==> config.mk <==
export PLATFORM = sky130hd
export DESIGN_NAME = dist16b6
export DESIGN_NICKNAME = d
export VERILOG_FILES = /design/src/rtl/dist16_pkg.sv /design/src/rtl/dist16b6_sat_counter.sv /design/src/rtl/dist16b6.sv
export SDC_FILE = /design/constraint.sdc
export NUM_CORES = 1
export LEC_CHECK = 0
export BUFFER_PORTS_ARGS = -buffer_cell sky130_fd_sc_hd__buf_4
export CORE_ASPECT_RATIO = 1.4
export CORE_MARGIN = 8
export CORE_UTILIZATION = 35
export CTS_CLUSTER_DIAMETER = 50
export CTS_CLUSTER_SIZE = 10
export DETAILED_ROUTE_END_ITERATION = 6
export PLACE_DENSITY = 0.65
export SLEW_MARGIN = 20
export SYNTH_ARGS = -nofsm -noshare
export SYNTH_HDL_FRONTEND = slang
export SYNTH_HIERARCHICAL = 1
export SYNTH_SLANG_ARGS = --single-unit
==> constraint.sdc <==
create_clock -name clk -period 2.37 [get_ports clk]
set_input_delay 0.474 -clock clk [delete_from_list [all_inputs] [get_ports clk]]
set_output_delay 0.474 -clock clk [all_outputs]
set_load 0.02 [all_outputs]
==> src/rtl/dist16_pkg.sv <==
// Shared widths, FSM state type and select-legality helper for the
// six-destination 16-bit write distributor.
package dist16_pkg;

   localparam int DATA_W    = 16;
   localparam int SEL_W     = 3;
   localparam int NUM_DEST  = 6;
   localparam int ERR_CNT_W = 8;

   typedef enum logic {
      EMPTY = 1'b0,
      FULL  = 1'b1
   } state_t;

   function automatic logic is_legal_sel(input logic [SEL_W-1:0] sel);
      return sel < SEL_W'(NUM_DEST);
   endfunction

endpackage

==> src/rtl/dist16b6_sat_counter.sv <==
// Saturating up-counter with synchronous clear; an increment in the same
// cycle as a clear yields one. Registered output, no backpressure.
module sat_counter #(
   parameter int W = 8
) (
   input  logic         clk,
   input  logic         rst_n,
   input  logic         i_inc,
   input  logic         i_clr,
   output logic [W-1:0] o_count
);

   logic [W-1:0] r_count;

   always_ff @(posedge clk or negedge rst_n) begin
      if (!rst_n) begin
         r_count <= '0;
      end else if (i_clr && i_inc) begin
         r_count <= W'(1);
      end else if (i_clr) begin
         r_count <= '0;
      end else if (i_inc && (r_count != '1)) begin
         r_count <= r_count + W'(1);
      end
   end

   assign o_count = r_count;

endmodule

==> src/rtl/dist16b6.sv <==
// Six-way 16-bit write distributor: one-entry holding register, one cycle latency,
// one word/cycle; a stalled destination stalls input, illegal selects are dropped and logged.
module dist16b6
   import dist16_pkg::*;
(
   input  logic                  clk,
   input  logic                  rst_n,
   input  logic                  in_valid,
   output logic                  in_ready,
   input  logic [DATA_W-1:0]     in_data,
   input  logic [SEL_W-1:0]      in_select,
   output logic [DATA_W-1:0]     out0,
   output logic [DATA_W-1:0]     out1,
   output logic [DATA_W-1:0]     out2,
   output logic [DATA_W-1:0]     out3,
   output logic [DATA_W-1:0]     out4,
   output logic [DATA_W-1:0]     out5,
   output logic [NUM_DEST-1:0]   out_valid,
   input  logic [NUM_DEST-1:0]   out_ready,
   output logic                  err_flag,
   output logic [SEL_W-1:0]      err_select,
   output logic [ERR_CNT_W-1:0]  err_count,
   input  logic                  err_clr,
   output logic [15:0]           deliver_count
);

   state_t                 r_state;
   state_t                 w_state_nxt;
   logic [DATA_W-1:0]      r_data;
   logic [SEL_W-1:0]       r_sel;
   logic                   r_err_flag;
   logic [SEL_W-1:0]       r_err_sel;
   logic [15:0]            r_deliver_cnt;

   logic                   w_full;
   logic                   w_accept;
   logic                   w_legal;
   logic                   w_load;
   logic                   w_err;
   logic                   w_drain;
   logic                   w_sel_rdy;
   logic [(1<<SEL_W)-1:0]  w_rdy_ext;
   logic [DATA_W-1:0]      w_out [NUM_DEST];

   // Pad ready out to the full select range so any sel_q indexes safely.
   assign w_rdy_ext = {{((1 << SEL_W) - NUM_DEST){1'b0}}, out_ready};
   assign w_sel_rdy = w_rdy_ext[r_sel];
   assign w_full    = (r_state == FULL);
   assign w_accept  = in_valid && in_ready;
   assign w_legal   = is_legal_sel(in_select);
   assign w_load    = w_accept && w_legal;
   assign w_err     = w_accept && !w_legal;
   assign w_drain   = w_full && w_sel_rdy;

   always_ff @(posedge clk or negedge rst_n) begin
      if (!rst_n) begin
         r_state <= EMPTY;
      end else begin
         r_state <= w_state_nxt;
      end
   end

   always_comb begin
      w_state_nxt = r_state;
      if (w_load) begin
         w_state_nxt = FULL;
      end else if (w_drain) begin
         w_state_nxt = EMPTY;
      end
   end

   always_comb begin
      in_ready  = rst_n && (!w_full || w_sel_rdy);
      out_valid = '0;
      for (int k = 0; k < NUM_DEST; k++) begin
         w_out[k] = '0;
         if (w_full && (r_sel == SEL_W'(k))) begin
            out_valid[k] = 1'b1;
            w_out[k]     = r_data;
         end
      end
   end

   always_ff @(posedge clk or negedge rst_n) begin
      if (!rst_n) begin
         r_data <= '0;
         r_sel  <= '0;
      end else if (w_load) begin
         r_data <= in_data;
         r_sel  <= in_select;
      end
   end

   // A new error outranks a same-cycle clear.
   always_ff @(posedge clk or negedge rst_n) begin
      if (!rst_n) begin
         r_err_flag <= 1'b0;
         r_err_sel  <= '0;
      end else if (w_err) begin
         r_err_flag <= 1'b1;
         r_err_sel  <= in_select;
      end else if (err_clr) begin
         r_err_flag <= 1'b0;
         r_err_sel  <= '0;
      end
   end

   always_ff @(posedge clk or negedge rst_n) begin
      if (!rst_n) begin
         r_deliver_cnt <= '0;
      end else if (w_drain) begin
         r_deliver_cnt <= r_deliver_cnt + 16'd1;
      end
   end

   sat_counter #(
      .W (ERR_CNT_W)
   ) u_err_cnt (
      .clk     (clk),
      .rst_n   (rst_n),
      .i_inc   (w_err),
      .i_clr   (err_clr),
      .o_count (err_count)
   );

   assign out0          = w_out[0];
   assign out1          = w_out[1];
   assign out2          = w_out[2];
   assign out3          = w_out[3];
   assign out4          = w_out[4];
   assign out5          = w_out[5];
   assign err_flag      = r_err_flag;
   assign err_select    = r_err_sel;
   assign deliver_count = r_deliver_cnt;

endmodule

[After elaboration in Yosys (flattened, before gate mapping)]
Index checks and enable logic that the tools add are counted.
Storage, ports and cells
  bits in registers: 48
  output and inout port bits: 131
Operators by class
  $add $sub $neg: 2
  order comparisons: 2
  equality and inequality tests: 6
  mux-type cells: 23
  reductions and logical operators: 20
Operators by type and width (number)
  $mux W16: 6
  $mux W8: 3
  $add A16 B1 Y16 const B: 1
  $logic_and A1 B1 Y1: 13
  $mux W1: 11
  $add A8 B1 Y8 const B: 1
  $ne A8 B8 Y1 const B: 1
  $eq A3 B2 Y1 const B: 2
  $eq A3 B3 Y1 const B: 2
  $mux W3: 2
  $lt A3 B4 Y1 const B: 1
  $reduce_bool A2 Y1: 2
  $bmux W1 S3: 1
  $eq A3 B1 Y1 const B: 1
  $logic_not A3 Y1: 1
  $lt A3 B3 Y1 const B: 1
  $reduce_bool A3 Y1: 1
  $logic_not A1 Y1: 2
  $logic_or A1 B1 Y1: 1

[Depth between registers and ports, before layout]
Gate-level depths: netlist (run 1).
  depth in word-level cells: 10
  mapped depth: 9
  mapped depth without buffers: 7

[Modules after synthesis]
Netlist (run 1), hierarchy kept.
By module, submodules not included
  dist16b6: times used 1, cells each 261, area an instance 2483.6 um^2, seq. area each 1001.0 um^2
  sat_counter: times used 1, cells each 52, area an instance 510.5 um^2, seq. area each 200.2 um^2

[Worst setup path before layout (run 1)]
No wires, ideal clock.
  path type: reg2out
  from: register r_sel[0]
  to: output port out4[10]
  data arrival time: 1632 ps
  setup slack: 264 ps
  stages on the path, launching flop included: 5
  path buffers: 2
  path through: dfrtp_1 > clkbuf_1 > nor3_1 > clkbuf_1 > and2_1
Between the ends
  cells in the longest elaborated chain, start to end: 3
Ends and longest elaborated chain
  from (decl): RTL line dist16b6.sv:30  | logic [SEL_W-1:0] r_sel;
  from (signal assigned): RTL line dist16b6.sv:90  | r_sel <= in_select;
  $eq A3 B3 Y1: RTL line dist16b6.sv:77  | if (w_full && (r_sel == SEL_W'(k))) begin
  $logic_and A1 B1 Y1: RTL line dist16b6.sv:77
  $mux W16: RTL line dist16b6.sv:77
  to (decl): RTL line dist16b6.sv:16  | output logic [DATA_W-1:0] out4,
No other way between the ends.

[Worst setup path after layout (run 1)]
  from: register r_sel[2]
  to: output port in_ready
Between the ends
  cells in the longest elaborated chain, start to end: 4
Ends and longest elaborated chain
  $bmux W1 S3: RTL line dist16b6.sv:47  | assign w_sel_rdy = w_rdy_ext[r_sel];
  $mux W1 (not written as such): RTL line dist16b6.sv:47
  $logic_or A1 B1 Y1: RTL line dist16b6.sv:73  | in_ready = rst_n && (!w_full || w_sel_rdy);
  $logic_and A1 B1 Y1: RTL line dist16b6.sv:73
  to (decl): RTL line dist16b6.sv:9  | output logic in_ready,
No other way between the ends. The select of a mux whose other input is x is not followed.

==> results of run 1 <==
-- cells in the final DEF, fill, tap and decap left out, drive strengths merged, types with 2 or more instances in the layout --
cell type | synthesis | final
buf | 6 | 170
and3 | 81 | 81
dfrtp | 48 | 48
mux2 | 24 | 24
and2 | 20 | 20
xor2 | 12 | 12
nand2 | 10 | 10
nor3 | 10 | 10
nand3 | 9 | 9
inv | 8 | 8
clkbuf | 18 | 8
nor2 | 7 | 7
nand4 | 6 | 6
nor3b | 5 | 5
nor2b | 4 | 4
nor4 | 4 | 4
nand2b | 4 | 4
o21ai | 3 | 3
xnor2 | 3 | 3
and4 | 3 | 3
a31oi | 3 | 3
a21oi | 3 | 3
nand3b | 2 | 2
and3b | 2 | 2
o221a | 2 | 2
ha | 2 | 2
o21bai | 2 | 2
-- path summary, 6_finish.rpt --
| kind | start | cells after the start | to | slack (ps) |
|---|---|---|---|---|
| max in group asynchronous | rst_n | 2 | r_sel[0] | 1610 |
| worst min register to register | deliver_count[15] | 1 | deliver_count[15] | 470 |
| worst min-delay path | rst_n | 2 | deliver_count[5] | 300 |
| worst max register to register | r_sel[1] | 7 | u_err_cnt/o_count[5] | 180 |
| worst max-delay path | r_sel[2] | 4 | in_ready | 50 |
| min in group clk | in_data[1] | 2 | r_data[1] | 420 |
-- cell type report --
cell class,count,area (um^2)
inverters,8,30.0
fillers,806,3980
flip-flops and latches,48,1200
multi-input cells,233,1660
well taps,105,131
clock buffers,8,146
repair buffers,170,1300
-- power breakdown --
part,internal (mW),leakage [nW],total (mW),switching [mW]
clock,0.421,0.0712,0.710,0.289
sequential,0.819,0.648,0.819,0.0000000000000000634
combinational,0.0370,1.94,0.0706,0.0336
-- flip-flops by register name, indices dropped and copies added, names as in the netlist --
signal	cells
err_flag	1
r_sel	3
err_select	3
u_err_cnt/o_count	8
deliver_count	16
r_state	1
r_data	16
-- worst reg2reg max path: cells and delay by family (launching register included) --
kind | cells | cell delay, ps
mux | 2 | 650
flops | 1 | 480
compound gates | 2 | 480
simple gates | 2 | 250
buf+inv | 1 | 210
-- layer usage --
layer | wire (um) | part of all wire [%] | global-route usage, %
met1 | 4440 | 42 | 20.2
met2 | 5030 | 48 | 28.6
met3 | 966 | 9.1 | 5.09
met4 | 143 | 1.4 | 5.06
met5 | 0 | 0 | 0
-- what timing repair did --
action,in CTS,in global routing
endpoints found under the setup margin,0,64
hold buffers,0,0
hold endpoints to repair,0,0
gates resized for setup,0,7
-- cells by family after synthesis --
group,Yosys count
AO/OA/AOI/OAI,19
flip-flops,48
multiplexers,25
XOR/XNOR,15
buffers and inverters,32
adder cells (fa/ha/maj),2
AND/OR/NAND/NOR,172
==> impl_metrics.py, run 1 <==
metrics = {
    "status": {
        "status": "finished clean",
    },
    "detailed_routing": {
        "drt-vias-per-instance": 5.15,
        "via_count": 2945,
        "drt_first_pass_iters": 4,
        "wirelength_mm": 10.6,
        "ant_nets": 0,
        "post_drt_wl_per_cell_um": 18.5,
        "drt_iter0_drc": 94,
        "drc_errors": 0,
    },
    "synthesis": {
        "synthAdderAreaFrac_pct": 0.836,
        "synth.area.mux_share_pct": 9.74,
        "synth_compound_area_share_pct": 4.85,
        "synth_edf_count": 0,
        "synth_xor_area_share_pct": 4.39,
        "synth_seq_cells": 48,
        "synthTopCellsByArea": "dfrtp_1 (40%), and3_1 (17%), mux2_2 (7.5%)",
        "synth-simple-area-share_pct": 35.2,
        "synth.cell_area_mm2": 0.00299,
        "ys_async_sr_fraction_pct": 100,
        "syn_nets": 344,
        "synthFlopType": "dfrtp_1",
        "yosys.area.top_type": "dfrtp_1",
        "synth_commonest_cells": "and3_1 (81), dfrtp_1 (48), and2_1 (20), mux2_2 (20), clkbuf_1 (18)",
        "yosys_warnings": 6,
        "synth_top_area_share_pct": 40.1,
        "synth_cell_type_count": 46,
        "yosysSeqAreaShare_pct": 40.1,
        "yosysMostFrequentCell": "and3_1",
        "syn_inst": 313,
        "synth_top_family_by_area": "simple AND/OR/NAND/NOR gates",
        "syn_area_per_cell_um2": 9.57,
    },
    "worst_setup_path": {
        "arrival_ps": 1850,
        "slowest_delay_ps": 520,
        "critPathMaxFanout": 7,
        "crit_chain": "or3b_2, o221a_2, and2_1, buf_4",
        "crit_buf_inv": 1,
        "end_kind": "output port",
        "critical_path_class": "register to output port",
        "slowest_stage": "or3b_2",
        "required_ps": 1900,
        "crit_family": "simple AND/OR/NAND/NOR gates",
        "cp-start-kind": "register",
    },
    "sta": {
        "setup_tns_ps": 0,
        "worst_clock_skew_ps": 8.25,
        "hold_violations": 0,
        "holdWs_ps": 299,
        "setup_violations": 0,
        "finalCriticalPeriod_ps": 2320,
        "max-slew-margin-rel_pct": 58.8,
        "fin_crit_sh_pct": 98.0,
        "rsz0062_at_grt": "false",
        "fin_ws_ps": 47.6,
        "final-max-slew-violation-count": 0,
        "fmax_mhz": 431,
        "tightest_slew_ps": 618,
    },
    "floorplan": {
        "fp.coreArea_mm2": 0.00846,
        "die_height_um": 125,
        "num_io_pins": 160,
        "die_x_um": 94.2,
        "die-area_mm2": 0.0118,
        "rows": 40,
        "initial_core_util_pct": 35.4,
    },
    "clock_tree": {
        "path_clk_slew_ps": 70,
        "clkLatencyLatePin_ps": 290,
        "cts_tree": "built",
        "root_buffer": "clkbuf_16",
        "cts_buffers": 5,
        "post_cts_buffers": 0,
        "cts_sinks": 48,
        "cts_buffer_depth": 2,
        "htreeDepth": 2,
    },
    "placed_design": {
        "place_area_mm2": 0.00430,
        "place_congestion": 0.804,
        "dp.cells": 563,
        "place.detailed.hpwl_mm": 8.20,
        "numPortBuffers": 159,
        "dp_slack_ps": 192,
    },
    "global_routing": {
        "grt_overflow_total": 0,
        "grt_max_degree": 50,
        "first_global_vias": 2953,
        "grt_pass1_wl_mm": 16.3,
        "antenna_found_initial": 0,
        "track_usage_pct": 17.1,
    },
    "flow_run": {
        "max-cap-violations": 0,
    },
    "layout": {
        "final_area_mm2": 0.00447,
        "syn2layout_area_growth_pct": 49.4,
        "drive_gt1_share_pct": 45.0,
        "n_antenna_cell": 0,
        "nets": 497,
        "instances_no_fill": 572,
        "final_util_pct": 52.9,
    },
    "pwr": {
        "fin_total_pwr_mw": 1.60,
        "ir_worst_vdd_v": 0.000356,
        "powerDensity_mw_per_mm2": 358,
        "leakagePower_nw": 2.66,
    },
    "worst_hold_path": {
        "hold_path.class": "input port to asynchronous set/reset pin",
    },
}
Power figures use the tool's default switching activity.
==> run 2, diff against run 1 <==
--- a/config.mk
+++ b/config.mk
@@ -8,11 +8,11 @@
 export BUFFER_PORTS_ARGS = -buffer_cell sky130_fd_sc_hd__buf_4
 export CORE_ASPECT_RATIO = 1.4
 export CORE_MARGIN = 8
-export CORE_UTILIZATION = 35
+export CORE_UTILIZATION = 30
 export CTS_CLUSTER_DIAMETER = 50
 export CTS_CLUSTER_SIZE = 10
 export DETAILED_ROUTE_END_ITERATION = 6
-export PLACE_DENSITY = 0.65
+export PLACE_DENSITY = 0.57
 export SLEW_MARGIN = 20
 export SYNTH_ARGS = -nofsm -noshare
 export SYNTH_HDL_FRONTEND = slang
==> impl_metrics.py, run 2 (synthesis gave the netlist of run 1 again) <==
metrics = {
    "status": {
        "status": "finished clean",
    },
    "worst_setup_path": {
        "required_ps": 1900,
        "critical_path_class": "register to output port",
        "end_kind": "output port",
        "critPathMaxFanout": 3,
        "cp-start-kind": "register",
        "arrival_ps": 1810,
    },
    "global_routing": {
        "grt_max_degree": 50,
        "track_usage_pct": 15.4,
        "antenna_found_initial": 0,
        "grt_pass1_wl_mm": 16.4,
        "first_global_vias": 2887,
        "grt_overflow_total": 0,
    },
    "detailed_routing": {
        "drt_first_pass_iters": 4,
        "drt_iter0_drc": 80,
        "post_drt_wl_per_cell_um": 17.8,
        "drt-vias-per-instance": 4.87,
        "via_count": 2954,
        "ant_nets": 0,
        "drc_errors": 0,
        "wirelength_mm": 10.8,
    },
    "floorplan": {
        "die-area_mm2": 0.0135,
        "initial_core_util_pct": 30.6,
        "num_io_pins": 160,
        "rows": 43,
        "fp.coreArea_mm2": 0.00979,
        "die_height_um": 134,
        "die_x_um": 100,
    },
    "clock_tree": {
        "path_clk_slew_ps": 60,
        "root_buffer": "clkbuf_16",
        "clkLatencyLatePin_ps": 290,
        "cts_sinks": 48,
        "cts_buffer_depth": 2,
        "cts_tree": "built",
        "htreeDepth": 2,
        "cts_buffers": 5,
        "hold_buffers": 0,
    },
    "sta": {
        "hold_violations": 0,
        "setup_violations": 0,
        "max-slew-margin-rel_pct": 55.9,
        "fin_crit_sh_pct": 96.2,
        "fin_ws_ps": 90.8,
        "finalCriticalPeriod_ps": 2280,
        "setup_tns_ps": 0,
        "final-max-slew-violation-count": 0,
        "worst_clock_skew_ps": 2.35,
        "rsz0062_at_grt": "false",
        "tightest_slew_ps": 662,
        "fmax_mhz": 439,
    },
    "layout": {
        "nets": 503,
        "final_cell_mix": "buf_4 (173), and3_1 (81), dfrtp_1 (46), and2_1 (20), mux2_2 (20)",
        "fill_cells": 976,
        "drive_gt1_share_pct": 46.4,
        "syn2layout_area_growth_pct": 53.7,
        "mostFrequentLayoutCell": "buf_4",
        "n_antenna_cell": 0,
    },
    "placed_design": {
        "dp_slack_ps": 86.5,
        "numPortBuffers": 159,
        "place.detailed.hpwl_mm": 8.37,
        "place_congestion": 0.764,
    },
    "flow_run": {
        "max-cap-violations": 0,
    },
    "pwr": {
        "leakagePower_nw": 2.71,
        "ir_worst_vdd_v": 0.000479,
        "powerDensity_mw_per_mm2": 390,
    },
    "worst_hold_path": {
        "hold_path.class": "input port to asynchronous set/reset pin",
    },
}
[run 2: changes by cell type in the layout (fill, tap and decap cells not counted), sizes merged]
| cell | before | now |
|---|---|---|
| buf | 170 | 176 |
| clkbuf | 8 | 5 |
| bufinv | 0 | 2 |
[run 2: final timing paths]
path	from	to	slack, ps	depth (start not counted)
max in group asynchronous	rst_n	r_sel[0]	1570	2
max	r_sel[0]	in_ready	90	5
min reg2reg	deliver_count[15]	deliver_count[15]	470	1
min	rst_n	deliver_count[9]	320	2
min in group clk	in_data[2]	r_data[2]	420	2
max reg2reg	r_sel[1]	u_err_cnt/o_count[5]	160	7
[run 2: final cells by class]
| cell class | count | area, um^2 | area share [%] |
|---|---|---|---|
| inverter | 8 | 30.0 | 0.653 |
| clock buffer | 5 | 125 | 2.72 |
| clock inverter | 2 | 60.1 | 1.31 |
| timing repair buffer | 176 | 1350 | 29.3 |
| sequential | 48 | 1200 | 26.2 |
| tap | 135 | 169 | 3.67 |
| multi-input combinational | 233 | 1660 | 36.1 |
[run 2: layer usage]
layer | wire, um | vias to the layer above | global-route usage (%) | part of all wire [%]
met1 | 4240 | 1383 | 16.4 | 39
met4 | 191 | 0 | 5.40 | 1.8
li1 | - | 1437 | - | -
met5 | 0 | - | 0 | 0
met2 | 5450 | 123 | 27.5 | 50
met3 | 938 | 11 | 4.93 | 8.7
[run 2: what timing repair did]
action / in CTS / in global routing
pin swaps: 0 / 1
setup endpoints to repair: 1 / 23
resized for setup: 2 / 4
buffers inserted: 3 / 0
[run 2: per-stage QoR]
stage,hold slack [ps],cells,cell area (um^2),total power [mW],utilization (%)
after global placement,460,597,4380,0.907,44.7
after CTS,349,607,4590,1.83,46.9
after global routing,377,607,4600,1.86,47.0
after floorplan,178,313,2990,0.847,-
after detailed placement,468,597,4380,0.908,44.7
final,315,607,4600,1.79,47.0
[run 2: where the power goes]
| part | internal [mW] | leakage (nW) | switching [mW] |
|---|---|---|---|
| registers | 0.819 | 0.648 | 0.0000000000000000661 |
| clock network | 0.599 | 0.0899 | 0.304 |
| logic | 0.0370 | 1.97 | 0.0346 |
| total | 1.45 | 2.71 | 0.339 |
[run 2: critical path, cell delays in order, from the launching register on]
cell and delay (ps):
dfrtp_2 410, or3b_4 400, buf_4 160, o221a_2 230, and2_1 160, buf_4 160
